**src/rtl/conv_window_sched.sv**
```systemverilog
// Sliding-window scheduler: fetches a KxK window from image BRAM into the window registers,
// runs the convolution engine once per output pixel and writes each result to the result BRAM.
// Optional macro CONV_SCHED_RELU_EN clamps negative (signed) results to zero before the write.
module conv_window_sched #(
    parameter int IMG_W           = 28,
    parameter int IMG_H           = 28,
    parameter int KERNEL_SIZE     = 3,
    parameter int DATA_WIDTH      = 8,
    parameter int BRAM_ADDR_WIDTH = 10,
    parameter int WIN_ADDR_WIDTH  = 4
) (
    input  logic                       i_clk,
    input  logic                       i_rst,
    input  logic                       i_start,
    input  logic                       i_abort,
    output logic [BRAM_ADDR_WIDTH-1:0] o_bram_rd_addr,
    input  logic [DATA_WIDTH-1:0]      i_bram_rd_data,
    output logic                       o_win_wr_en,
    output logic [WIN_ADDR_WIDTH-1:0]  o_win_wr_addr,
    output logic [DATA_WIDTH-1:0]      o_win_wr_data,
    output logic                       o_conv_start,
    input  logic                       i_conv_done,
    input  logic [DATA_WIDTH-1:0]      i_conv_result,
    output logic                       o_res_wr_en,
    output logic [BRAM_ADDR_WIDTH-1:0] o_res_wr_addr,
    output logic [DATA_WIDTH-1:0]      o_res_wr_data,
    output logic                       o_busy,
    output logic                       o_done
);
    localparam int CW = 16;
    localparam logic [CW-1:0] K_L     = CW'(KERNEL_SIZE);
    localparam logic [CW-1:0] KK_L    = CW'(KERNEL_SIZE * KERNEL_SIZE);
    localparam logic [CW-1:0] OUT_W_L = CW'(IMG_W - KERNEL_SIZE + 1);
    localparam logic [CW-1:0] OUT_H_L = CW'(IMG_H - KERNEL_SIZE + 1);

    typedef enum logic [2:0] {IDLE, FETCH, START, WAIT_CONV, WRITE, DONE} state_t;

    state_t                    state_q, state_d;
    logic [CW-1:0]             row_q, row_d, col_q, col_d;
    logic [CW-1:0]             kx_q, kx_d, ky_q, ky_d;
    logic [CW-1:0]             fcnt_q, fcnt_d;
    logic                      win_wr_en_q, win_wr_en_d;
    logic [WIN_ADDR_WIDTH-1:0] win_idx_q, win_idx_d;
    logic [DATA_WIDTH-1:0]     result_q, result_d;
    logic [DATA_WIDTH-1:0]     res_val;
    logic                      reading;

    // NOTE: every signal written here gets a default first, so no path leaves it unassigned (no latches).
    always_comb begin
        state_d      = state_q;
        row_d        = row_q;
        col_d        = col_q;
        kx_d         = kx_q;
        ky_d         = ky_q;
        fcnt_d       = fcnt_q;
        win_wr_en_d  = 1'b0;
        win_idx_d    = win_idx_q;
        result_d     = result_q;
        reading      = 1'b0;
        o_conv_start = 1'b0;
        o_res_wr_en  = 1'b0;
        o_done       = 1'b0;

        unique case (state_q)
            IDLE: begin
                if (i_start) begin
                    row_d   = '0;
                    col_d   = '0;
                    kx_d    = '0;
                    ky_d    = '0;
                    fcnt_d  = '0;
                    state_d = FETCH;
                end
            end
            FETCH: begin
                // One read per cycle; the final FETCH cycle only lands the last pixel.
                if (fcnt_q < KK_L) begin
                    reading     = 1'b1;
                    win_wr_en_d = 1'b1;
                    win_idx_d   = WIN_ADDR_WIDTH'(fcnt_q);
                    fcnt_d      = fcnt_q + 16'd1;
                    if (kx_q == K_L - 16'd1) begin
                        kx_d = '0;
                        ky_d = ky_q + 16'd1;
                    end else begin
                        kx_d = kx_q + 16'd1;
                    end
                end else begin
                    state_d = START;
                end
            end
            START: begin
                o_conv_start = 1'b1;
                state_d      = WAIT_CONV;
            end
            WAIT_CONV: begin
                if (i_conv_done) begin
                    result_d = i_conv_result;
                    state_d  = WRITE;
                end
            end
            WRITE: begin
                o_res_wr_en = 1'b1;
                kx_d        = '0;
                ky_d        = '0;
                fcnt_d      = '0;
                state_d     = FETCH;
                if (col_q == OUT_W_L - 16'd1) begin
                    col_d = '0;
                    if (row_q == OUT_H_L - 16'd1) begin
                        state_d = DONE;
                    end else begin
                        row_d = row_q + 16'd1;
                    end
                end else begin
                    col_d = col_q + 16'd1;
                end
            end
            DONE: begin
                o_done  = 1'b1;
                state_d = IDLE;
            end
            default: state_d = IDLE;
        endcase

        if (i_abort) begin
            state_d      = IDLE;
            win_wr_en_d  = 1'b0;
            o_conv_start = 1'b0;
            o_res_wr_en  = 1'b0;
            o_done       = 1'b0;
        end
    end

`ifdef CONV_SCHED_RELU_EN
    assign res_val = result_q[DATA_WIDTH-1] ? '0 : result_q;
`else
    assign res_val = result_q;
`endif

    // Address and data buses are forced to zero whenever their strobe is low.
    assign o_bram_rd_addr = reading ?
        BRAM_ADDR_WIDTH'(row_q + ky_q) * BRAM_ADDR_WIDTH'(IMG_W) + BRAM_ADDR_WIDTH'(col_q + kx_q) : '0;
    assign o_res_wr_addr  = o_res_wr_en ?
        BRAM_ADDR_WIDTH'(row_q) * BRAM_ADDR_WIDTH'(OUT_W_L) + BRAM_ADDR_WIDTH'(col_q) : '0;
    assign o_res_wr_data  = o_res_wr_en ? res_val : '0;
    assign o_win_wr_en    = win_wr_en_q;
    assign o_win_wr_addr  = win_wr_en_q ? win_idx_q : '0;
    assign o_win_wr_data  = win_wr_en_q ? i_bram_rd_data : '0;
    assign o_busy         = (state_q != IDLE);

    // NOTE: state registers use non-blocking assignments so all flops update from pre-edge values.
    always_ff @(posedge i_clk or posedge i_rst) begin
        if (i_rst) begin
            state_q     <= IDLE;
            row_q       <= '0;
            col_q       <= '0;
            kx_q        <= '0;
            ky_q        <= '0;
            fcnt_q      <= '0;
            win_wr_en_q <= 1'b0;
            win_idx_q   <= '0;
            result_q    <= '0;
        end else begin
            state_q     <= state_d;
            row_q       <= row_d;
            col_q       <= col_d;
            kx_q        <= kx_d;
            ky_q        <= ky_d;
            fcnt_q      <= fcnt_d;
            win_wr_en_q <= win_wr_en_d;
            win_idx_q   <= win_idx_d;
            result_q    <= result_d;
        end
    end
endmodule

```
**config.mk**
```make
export PLATFORM = sky130hd
export DESIGN_NAME = conv_window_sched
export DESIGN_NICKNAME = d
export VERILOG_FILES = /design/src/rtl/conv_window_sched.sv
export SDC_FILE = /design/constraint.sdc
export NUM_CORES = 1
export LEC_CHECK = 0
export ABC_CLOCK_PERIOD_IN_PS = 5390
export BUFFER_PORTS_ARGS = -buffer_cell sky130_fd_sc_hd__buf_2
export CORE_MARGIN = 4
export CORE_UTILIZATION = 43
export DETAILED_ROUTE_END_ITERATION = 8
export MAX_ROUTING_LAYER = met4
export SYNTH_ARGS = -nofsm -noshare
export SYNTH_HDL_FRONTEND = slang
export SYNTH_SLANG_ARGS = --single-unit
```
**constraint.sdc**
```tcl
create_clock -name i_clk -period 5.39 [get_ports i_clk]
set_input_delay 0 -clock i_clk [delete_from_list [all_inputs] [get_ports i_clk]]
set_output_delay 0 -clock i_clk [all_outputs]
set_load 0.02 [all_outputs]
```
Yosys cells after proc, flatten, opt, wreduce, memory -nomap -nowiden
Index checks and enable logic that the tools add are counted.

word-level totals
  latch bits = 0
  output and inout bits = 45
  register bits after elaboration = 96
  memories = 0
  memory bits (read-only) = 0
  input port bits = 21
  memory bits (writable) = 0

cells by class
  magnitude comparators = 1
  reductions and logical operators = 11
  shift operators = 0
  add/subtract/negate cells = 9
  multipliers = 2
  bitwise operators = 0
  divide/modulo/power cells = 0
  equality and inequality tests = 16
  mux-type cells = 35

operators with widths
  cell                   count
  $mux 16                9
  $pmux 16 s3            3
  $add 16x1->16 const B  5
  $pmux 16 s2            2
  $add 10x10->10         4
  $eq 16x5->1 const B    2
  $mux 10                2
  $mux 3                 6
  $eq 16x2->1 const B    1
  $lt 16x4->1 const B    1
  $mux 8                 2
  $pmux 3 s5             1
  $mul 10x3->8 const B   1
  $mul 10x4->9 const B   1
  $ne 2x2->1 const B     5
  $mux 1                 9
  $ne 3x3->1 const B     3
  $reduce_and 4->1       2
  $eq 3x2->1 const B     2
  $eq 3x3->1 const B     2
  $reduce_and 2->1       3
  $reduce_and 3->1       2
  $reduce_bool 3->1      2
  $mux 4                 1
  other kinds (3)        3

Longest topological paths before layout
Gate-level depths: netlist of run 1.

  word-level depth = 5
  mapped depth = 19
  depth with buffers taken out = 19

Least setup slack after synthesis of run 1
OpenSTA, ideal clock, no wires.

  path type = register to output
  from = register row_q[0]
  to = output port o_bram_rd_addr[9]
  slack = 0.599 ns
  arrival time = 4.791 ns
  cell stages (with the launch flop) = 20
  cells stage by stage = dfrtp_1 > ha_1 > fa_1 > xor2_1 > fa_1 > ha_1 > inv_1 > fa_1 > inv_1 > a21o_1 > a21oi_1 > xor2_1 > fa_1 > inv_1 > ha_1 > or3_1 > o22ai_1 > xnor3_1 > xnor2_1 > nor2_1

on the way
  cells in the longest elaborated chain, start to end = 4

RTL lines
  what                    RTL line  source
  start, declared         39        logic [CW-1:0] row_q, row_d, col_q, col_d;
  start signal, assigned  166       row_q <= row_d;
  $add 10x10->10          143       BRAM_ADDR_WIDTH'(row_q + ky_q) * BRAM_ADDR_WIDTH'(IMG_W) + BRAM_ADDR_WIDTH'(col_q + kx_q) : '0;
  $mul 10x3->8            143
  $add 10x10->10          143
  $mux 10                 142       assign o_bram_rd_addr = reading ?
  end, declared           16        output logic [BRAM_ADDR_WIDTH-1:0] o_bram_rd_addr,

Every way passes these cells.

Final worst setup path of run 1
  from = register ky_q[0]
  to = output port o_bram_rd_addr[9]

on the way
  cells in the longest elaborated chain, start to end = 4

RTL lines
  what                    RTL line  source
  start, declared         40        logic [CW-1:0] kx_q, kx_d, ky_q, ky_d;
  start signal, assigned  169       ky_q <= ky_d;
  $add 10x10->10          143
  $mul 10x3->8            143
  $add 10x10->10          143
  $mux 10                 142

Every way passes these cells.

==> run_results.csv, run 1 <==
group,metric,value,unit
finish,multi_input_area,3975,µm²
synthesis,synthFlopType,"dfrtp_1",
synthesis,synth_seq_cells,88,
place,io_buffers,65,
route,drt-pass1-iter-count,4,
route,drtIter0Drc,375,
floorplan,dieWidth,130.8,µm
sta,fmax,198.0,MHz
floorplan,ios,66,
run_status,status,"finished clean",
route,num_vias,5226,
worst_setup_path,startpoint_type,"flip-flop",
power,leakage,0.003780,µW
finish,area_growth,15.45,%
finish,fin_area,7490,µm²
worst_setup_path,worstSetupPathType,"reg -> out",
sta,skew,0.005757,ns
sta,min_period,5.051,ns
route,viasPerCell,5.322,
route,routed_wl,15520,µm
grt,grt_max_degree,85,
grt,grt_pass1_wl,25850,µm
synthesis,ys_types,57,
worst_setup_path,cp_top_family,"adder cells",
sta,setup_viol,0,
sta,fin_hold_ws,0.02158,ns
sta,fin_crit_sh,93.71,%
route,ant_nets,0,
route,wire_per_inst,15.80,µm
worst_setup_path,worstPathArrival,5.05,ns
sta,rsz0062_at_grt,"false",
clocking,worstSkewPairLatency,0.34,ns
grt,grt_overflow,0,
floorplan,die_area,17120,µm²
route,route.detailed.drc,0,
sta,final-max-slew-violation-count,0,
finish,regArea,2203,µm²
finish,layout.nets,889,
hold_path,hold_path_class,"in -> reg",
synthesis,synthArstFlopShare,100.0,%
synthesis,netlist_area,6487,µm²
floorplan,initial_core_util,44.30,%
worst_setup_path,crit_path_frequent_cell,"ha_1",
synthesis,synth-edff-count,0,
place,place_congestion,0.8520,
synthesis,syn_inst,719,
synthesis,synth-seq-area-share,33.94,%
sta,tns,0,ns
finish,drive_gt1_share,14.79,%
sta,hold_violations,0,
clocking,htreeDepth,3,
synthesis,yosysMostFrequentCell,"dfrtp_1",
grt,grt_pass1_vias,5207,
synthesis,synth_area_leaders,"dfrtp_1 (34%), ha_1 (11%), xnor2_1 (5.9%)",
synthesis,synth_top_area_share,33.94,%
worst_setup_path,slowest_stage,"fa_1",
synthesis,syn_area_per_cell,9.023,µm²
clocking,cts.path.max_buffers,2,
worst_setup_path,crit_required,5.39,ns
synthesis,syn-num-nets,815,
worst_setup_path,crit_buf_inv,3,
worst_setup_path,endpoint_kind,"output pin",
clocking,clkTransAtPathRegs,0.06,ns
floorplan,core_area,14640,µm²
synthesis,ys_warn_count,0,
power,ir_drop,0.1480,mV
place,place_area,6992,µm²
clocking,cts_tree,"yes",
finish,fill_cells,1360,
worst_setup_path,slowest_delay,0.49,ns
sta,max-slew-margin-rel,26.83,%
worst_setup_path,crit_chain,"ha_1, fa_2, a21oi_1, o21ai_1, o311a_1, fa_1, inv_1, ha_1, xor2_1, fa_1, inv_1, ha_1, or3_1, o22ai_2, xnor3_1, xnor2_1, nor2_1, buf_2",
worst_setup_path,crit_fanout,5,
sta,worst_slew_pin_slew,1.098,ns
synthesis,synth_commonest_cells,"dfrtp_1 (88), nor2_1 (72), inv_1 (71), ha_1 (57), nand2_1 (56)",
floorplan,die_height,130.8,µm
clocking,cts_buffers,9,
run,drv_cap,0,
grt,antenna_found_initial,0,
floorplan,rows,44,
power,powerDensity,269.3,nW/µm²
synthesis,yosys.area.top_type,"dfrtp_1",
place,dpl.hpwl,11790,µm
grt,grtUsageTotal,19.58,%
clocking,root_buffer,"clkbuf_16",
finish,diodes,0,
clocking,cts_sinks,88,
[state kept, by name, indices dropped and copies added, names as in the netlist]
signal,cells
col_q,16
fcnt_q,16
kx_q,16
ky_q,8
o_win_wr_en,1
res_val,8
row_q,16
state_q,3
win_idx_q,4
[final cells by class]
type | instances | area share [%]
multi-input combinational | 541 | 53.07
sequential | 88 | 29.42
timing repair buffer | 82 | 6.415
inverter | 71 | 3.575
clock buffer | 12 | 3.425
tap | 184 | 3.074
clock inverter | 4 | 1.019
[per-layer routing]
layer  GRT usage [%]  vias to the layer above  wire length, µm  part of all wire [%]
li1                -                     2579                -                     -
met1           27.41                     2552             7385                    48
met2           29.78                       78             7385                    48
met3           3.171                       17              567                   3.7
met4           4.900                        0              181                   1.2
met5               -                        -                0                     0
[tightest hold or removal path, stage by stage]
cell      delay, ns
buf_2          0.11
inv_1          0.10
a221oi_1       0.09
[where the power goes]
group | total [µW] | internal, µW | leakage [µW] | switching, µW
registers | 767 | 720 | 0.00121 | 47.4
logic | 556 | 216 | 0.00241 | 340
clock network | 694 | 433 | 0.000159 | 261
[cell families after synthesis]
group	Yosys count	share of synthesized area, %
mux	9	1.543
flops	88	33.94
buf+inv	90	5.497
compound gates	114	10.51
fa+ha+maj	75	16.55
xor+xnor	71	9.797
simple gates	272	22.16
[per-stage QoR]
step,worst slack (ns),total power [µW],std cells,utilization [%]
2_1_floorplan,0.5986,1164,719,-
3_3_place_gp,0.5028,1312,954,47.74
3_5_place_dp,0.3885,1326,954,47.74
4_1_cts,0.01701,2036,981,50.82
5_1_grt,0.09183,2149,982,51.14
6_report,0.3390,2017,982,51.14
[cell usage in the layout, fill, tap and decap left out, types with 8 or more instances in the layout]
master / count
fa_1: 17
clkbuf_16: 9
nand3_1: 26
dlygate4sd3_1: 11
ha_1: 57
dfrtp_1: 87
xnor2_1: 42
and3_1: 13
o21ai_0: 40
a21o_1: 11
mux2_2: 8
nand4_1: 10
nand2_1: 56
nor4_1: 8
inv_1: 70
or3_1: 9
and2_1: 32
nor2_1: 72
a21oi_1: 32
buf_2: 65
xor2_1: 25
[timing repair]
action                                  CTS  global route
endpoints found under the hold margin    16             0
setup buffers                             0             1
resized for setup                         1             8
pin swaps                                 0             1
endpoints found under the setup margin    1             1
hold buffers                             11             0
[final timing paths]
kind / start / end / slack, ns / cells past startpoint
setup / recovery: ky_q[0]$_DFFE_PP0P_ / o_bram_rd_addr[9] / 0.34 / 18
hold / removal: i_start / state_q[0]$_DFFE_PP0P_ / 0.02 / 3
setup reg to reg: state_q[0]$_DFFE_PP0P_ / state_q[1]$_DFFE_PP0P_ / 2.34 / 6
hold reg to reg: win_idx_q[2]$_DFFE_PP0P_ / win_idx_q[2]$_DFFE_PP0P_ / 0.47 / 2
max in group asynchronous: i_rst / row_q[1]$_DFFE_PP0P_ / 4.00 / 4
min in group asynchronous: i_rst / kx_q[5]$_DFFE_PP0P_ / 0.06 / 3
Note: power is estimated with default switching activity, not from simulation.
==> run 2, diff against run 1 <==
HOLD_SLACK_MARGIN = 0.05   (was not set)
==> run 2 against run 1 <==
  * Global-route usage about the same
  * Highest routed layer unchanged
  * Final cell count grew 0.10%
  * Critical path type unchanged
  * Via count up 0.17%
  * Sequential cell count is the same
  * Total power about the same
  * Core utilization grew 0.068 points
  * Hold slack improved by 0.041 ns
  * Design area up 0.13%
  * Non-clock buffer count rose by 1
  * Critical path depth did not move
  * Worst setup slack worse by 0.0044 ns
==> run_results.csv, run 2 (synthesis results as in run 1) <==
group,metric,value,unit
route,route.detailed.drc,0,
sta,skew,0.005084,ns
power,finalPower,2017,µW
finish,fin_util,51.21,%
route,ant_nets,0,
power,intPower,1369,µW
power,power_switching,648.1,µW
clocking,cts_buffers,9,
place,place_area,6992,µm²
power,power.share.clock,34.4,%
grt,antenna_found_initial,0,
worst_setup_path,worstPathArrival,5.06,ns
place,io_buffers,65,
worst_setup_path,crit_buf_inv,3,
grt,grtUsageTotal,19.60,%
clocking,worstSkewPairLatency,0.34,ns
worst_setup_path,slowest_delay,0.49,ns
clocking,clkTransAtPathRegs,0.06,ns
finish,drive_gt1_share,14.77,%
finish,diodes,0,
power,powerDensity,269.0,nW/µm²
sta,hold_violations,0,
sta,fin_hold_ws,0.06232,ns
route,wire_per_inst,15.80,µm
finish,fin_area,7500,µm²
route,drtIter0Drc,329,
clocking,root_buffer,"clkbuf_16",
sta,tns,0,ns
worst_setup_path,worstSetupPathType,"reg -> out",
finish,area_growth,15.60,%
floorplan,ios,66,
grt,grt_max_degree,85,
worst_setup_path,crit_chain,"ha_1, fa_2, a21oi_1, o21ai_1, o311a_1, fa_1, inv_1, ha_1, xor2_1, fa_1, inv_1, ha_1, or3_1, o22ai_2, xnor3_1, xnor2_1, nor2_1, buf_2",
grt,grt_overflow,0,
hold_path,hold_path_class,"in -> async",
power,leakage,0.003784,µW
clocking,cts.path.max_buffers,2,
worst_setup_path,cp_top_family,"adder cells",
run,drv_cap,0,
worst_setup_path,crit_path_frequent_cell,"ha_1",
sta,fin_crit_sh,93.79,%
route,num_vias,5235,
finish,layout.nets,890,
worst_setup_path,crit_fanout,5,
place,dpl.hpwl,11790,µm
sta,max-slew-margin-rel,26.50,%
route,drt-pass1-iter-count,4,
route,routed_wl,15530,µm
grt,grt_pass1_vias,5213,
sta,rsz0062_at_grt,"false",
worst_setup_path,crit_required,5.39,ns
floorplan,initial_core_util,44.30,%
sta,setup_viol,0,
sta,final-max-slew-violation-count,0,
worst_setup_path,startpoint_type,"flip-flop",
floorplan,core_area,14640,µm²
floorplan,die_height,130.8,µm
sta,fmax,197.8,MHz
place,place_congestion,0.8520,
grt,grt_pass1_wl,25890,µm
power,swShare,32.13,%
floorplan,rows,44,
sta,min_period,5.055,ns
floorplan,die_area,17120,µm²
floorplan,dieWidth,130.8,µm
power,combinationalPowerShare,27.5,%
worst_setup_path,slowest_stage,"fa_1",
route,viasPerCell,5.326,
clocking,cts_tree,"yes",
finish,layout_common_cells,"dfrtp_1 (87), nor2_1 (72), inv_1 (70)",
power,seqPwrFrac,38.0,%
sta,worst_slew_pin_slew,1.103,ns
clocking,htreeDepth,3,
clocking,cts_sinks,88,
finish,layout_commonest_cell,"dfrtp_1",
power,ir_drop,0.1481,mV
run_status,status,"finished clean",
worst_setup_path,endpoint_kind,"output pin",
-- run 2: cell count changes in the layout (fill, tap and decap cells not counted) --
| cell | previous run | this run |
|---|---|---|
| dlygate4sd3_1 | 11 | 12 |
-- run 2: worst register-to-register path, cell delays in order, from the launching register on --
cell and delay [ns]:
dfrtp_1 0.57, nor3b_2 0.57, nand2_1 0.22, or3_1 0.68, a21oi_1 0.26, nor4_1 0.07
dlygate4sd3_1 0.56
-- run 2: layout make-up --
type / instances / area (µm²)
Clock inverter: 4 / 76.32
Tap cell: 184 / 230.2
Inverter: 71 / 267.8
Timing Repair Buffer: 83 / 490.5
Multi-Input combinational cell: 541 / 3975
Sequential cell: 88 / 2203
Fill cell: 1360 / 7144
Clock buffer: 12 / 256.5
-- run 2: what timing repair did --
item,CTS,global route
endpoints found under the setup margin,1,1
resized for setup,1,8
hold buffers,12,0
pin swaps,0,1
hold endpoints to repair,16,0
buffers inserted,0,1
-- run 2: through the flow --
step	cells	setup WS [ns]
6_report	983	0.3346
3_3_place_gp	954	0.5028
2_1_floorplan	719	0.5986
3_5_place_dp	954	0.3885
4_1_cts	982	0.01701
5_1_grt	983	0.09183
-- run 2: final timing paths --
check	startpoint	end	slack [ns]	cells after the start
worst max-delay path	ky_q[0]$_DFFE_PP0P_	o_bram_rd_addr[9]	0.33	18
worst min-delay path	i_rst	kx_q[5]$_DFFE_PP0P_	0.06	3
worst max register to register	state_q[0]$_DFFE_PP0P_	state_q[1]$_DFFE_PP0P_	2.34	6
worst min register to register	win_idx_q[2]$_DFFE_PP0P_	win_idx_q[2]$_DFFE_PP0P_	0.47	2
max in group asynchronous	i_rst	row_q[1]$_DFFE_PP0P_	4.00	4
min in group i_clk	i_conv_done	state_q[0]$_DFFE_PP0P_	0.14	4
-- run 2: per-layer routing --
layer  part of all wire (%)  track usage (%)
met5                      0                -
met1                     48            27.44
met4                    1.2            4.900
met2                     48            29.84
met3                    3.3            3.171
-- run 2: power by group through the flow --
stage | Clock, µW | Sequential (µW) | Combinational [µW]
after global routing | 740 | 776 | 634
after detailed placement | 0 | 779 | 546
after global placement | 0 | 775 | 538
after floorplan | 0 | 766 | 398
final | 694 | 768 | 556
after CTS | 708 | 767 | 562
==> run 3, diff against run 2 <==
==> constraint.sdc (replaced) <==
create_clock -name i_clk -period 5.39 [get_ports i_clk]
set_input_delay 0 -clock i_clk [delete_from_list [all_inputs] [get_ports i_clk]]
set_output_delay 0 -clock i_clk [all_outputs]
set_load 0.005 [all_outputs]
==> run 3 against run 2 <==
  * Clock skew about the same
  * Hold slack is essentially flat
  * Count of clock-buffer cells in the layout did not move
  * First-iteration DRC count increased by 1.8%
  * Critical path depth unchanged
  * Combinational power is 4.5% lower
  * Core utilization shrank 0.10 points
  * Clock power is essentially flat
  * Fmax shrank 0.76%
  * Critical endpoint unchanged
==> run_results.csv, run 3 (synthesis results as in run 1) <==
group,metric,value,unit
run_status,status,"finished clean",
finish,area_growth,15.37,%
route,wire_per_inst,15.78,µm
floorplan,ios,66,
worst_setup_path,crit_chain,"ha_1, fa_2, a21oi_1, o21ai_1, o311a_1, fa_1, inv_1, ha_1, xor2_1, fa_1, inv_1, ha_1, or3_1, o22ai_2, xnor3_1, xnor2_1, nor2_1, buf_2",
finish,layout_commonest_cell,"dfrtp_1",
finish,fin_util,51.11,%
clocking,cts_sinks,88,
worst_setup_path,r2r_cells,6,
worst_setup_path,slowest_stage,"fa_1",
clocking,worstSkewPairLatency,0.34,ns
worst_setup_path,cp.depth,18,
sta,rsz0062_at_grt,"false",
worst_setup_path,crit_path_frequent_cell,"ha_1",
clocking,cts.path.max_buffers,2,
route,drtIter0Drc,335,
power,leakage,0.003783,µW
worst_setup_path,slowest_delay,0.49,ns
floorplan,core_area,14640,µm²
grt,antenna_found_initial,0,
finish,regArea,2203,µm²
clocking,clkTransAtPathRegs,0.06,ns
route,drt-pass1-iter-count,4,
worst_setup_path,crit_fanout,5,
power,ir_drop,0.1473,mV
finish,fill_cells,1361,
floorplan,rows,44,
worst_setup_path,reg2reg_slack,2.30,ns
sta,tns,0,ns
finish,layout.nets,890,
clocking,root_buffer,"clkbuf_16",
hold_path,hold_path_class,"in -> async",
place,io_buffers,65,
place,place_congestion,0.8521,
clocking,cts_buffers,9,
run,drv_cap,0,
sta,fin_crit_sh,94.51,%
sta,skew,0.005114,ns
sta,fmax,196.3,MHz
worst_setup_path,worstSetupPathType,"reg -> out",
floorplan,initial_core_util,44.30,%
sta,final-max-slew-violation-count,0,
clocking,htreeDepth,3,
worst_setup_path,r2r-end,"state_q[1]$_DFFE_PP0P_",
worst_setup_path,cp_top_family,"adder cells",
finish,layout_common_cells,"dfrtp_1 (87), nor2_1 (72), inv_1 (70)",
floorplan,die_height,130.8,µm
finish,multi_input_area,3960,µm²
floorplan,dieWidth,130.8,µm
worst_setup_path,crit_buf_inv,3,
finish,drive_gt1_share,14.52,%
worst_setup_path,crit_required,5.39,ns
worst_setup_path,r2r-start,"state_q[0]$_DFFE_PP0P_",
grt,grt_pass1_wl,25880,µm
worst_setup_path,endpoint,"o_bram_rd_addr[9]",
sta,hold_violations,0,
worst_setup_path,startpoint_type,"flip-flop",
clocking,cts_tree,"yes",
sta,max-slew-margin-rel,27.23,%
route,route.detailed.drc,0,
finish,diodes,0,
route,viasPerCell,5.323,
route,num_vias,5233,
grt,grtUsageTotal,19.59,%
grt,grt_overflow,0,
power,powerDensity,266.3,nW/µm²
grt,grt_pass1_vias,5208,
sta,min_period,5.094,ns
route,ant_nets,0,
place,dpl.hpwl,11790,µm
worst_setup_path,crit_path_start,"ky_q[0]$_DFFE_PP0P_",
power,finalPower,1993,µW
grt,grt_max_degree,85,
route,routed_wl,15510,µm
sta,setup_viol,0,
sta,worst_slew_pin_slew,1.092,ns
worst_setup_path,endpoint_kind,"output pin",
worst_setup_path,worstPathArrival,5.09,ns
floorplan,die_area,17120,µm²
## run 3: cell counts in the layout (fill, tap and decap cells not counted)
No cell type changed its count.
## run 3: repair_timing
action,CTS,global route
buffers inserted,0,1
gates resized for setup,0,7
hold buffers,12,0
hold endpoints to repair,16,0
setup endpoints to repair,0,1
## run 3: power breakdown
| part | total [µW] | internal, µW | switching, µW | leakage [µW] |
|---|---|---|---|---|
| clock network | 695 | 433 | 262 | 0.000159 |
| logic | 531 | 216 | 315 | 0.00242 |
| registers | 768 | 720 | 47.7 | 0.00121 |
| total | 1990 | 1370 | 625 | 0.00378 |
## run 3: worst reg2reg max path, stage by stage, from the launching register on
cell and delay [ns]:
dfrtp_1 0.58, nor3b_2 0.60, nand2_1 0.23, or3_1 0.68, a21oi_1 0.25, nor4_1 0.07
dlygate4sd3_1 0.57
## run 3: stage by stage
stage	worst slack, ns	cell area [µm²]	hold WS, ns	instances
6_report	0.2958	7485	0.06205	983
5_1_grt	0.01151	7485	0.07775	983
4_1_cts	0.01083	7445	0.05556	982
3_5_place_dp	0.4203	6992	-0.1270	954
3_3_place_gp	0.5348	6992	-0.1340	954
2_1_floorplan	0.7824	6487	0.03397	719
## run 3: final cells by class
type,count,area share [%]
inverter,71,3.577
sequential,88,29.44
tap,184,3.076
timing repair buffer,83,6.553
multi-input combinational,541,52.91
clock inverter,4,1.020
clock buffer,12,3.427
## run 3: per-layer routing
layer	vias to the layer above	wire length (µm)	track usage (%)	share of wire [%]
li1	2584	-	-	-
met1	2540	7505	27.40	48
met2	89	7305	29.84	47
met3	20	499	3.171	3.2
met4	0	202	4.900	1.3
met5	-	0	-	0
## run 3: worst min-delay path by stage
stage,endpoint,cells past startpoint
finish,kx_q[5]$_DFFE_PP0P_,3
global route,kx_q[8]$_DFFE_PP0P_,3
CTS,kx_q[6]$_DFFE_PP0P_,3
detailed placement,kx_q[6]$_DFFE_PP0P_,2
global placement,kx_q[6]$_DFFE_PP0P_,2
floorplan,o_conv_start,1
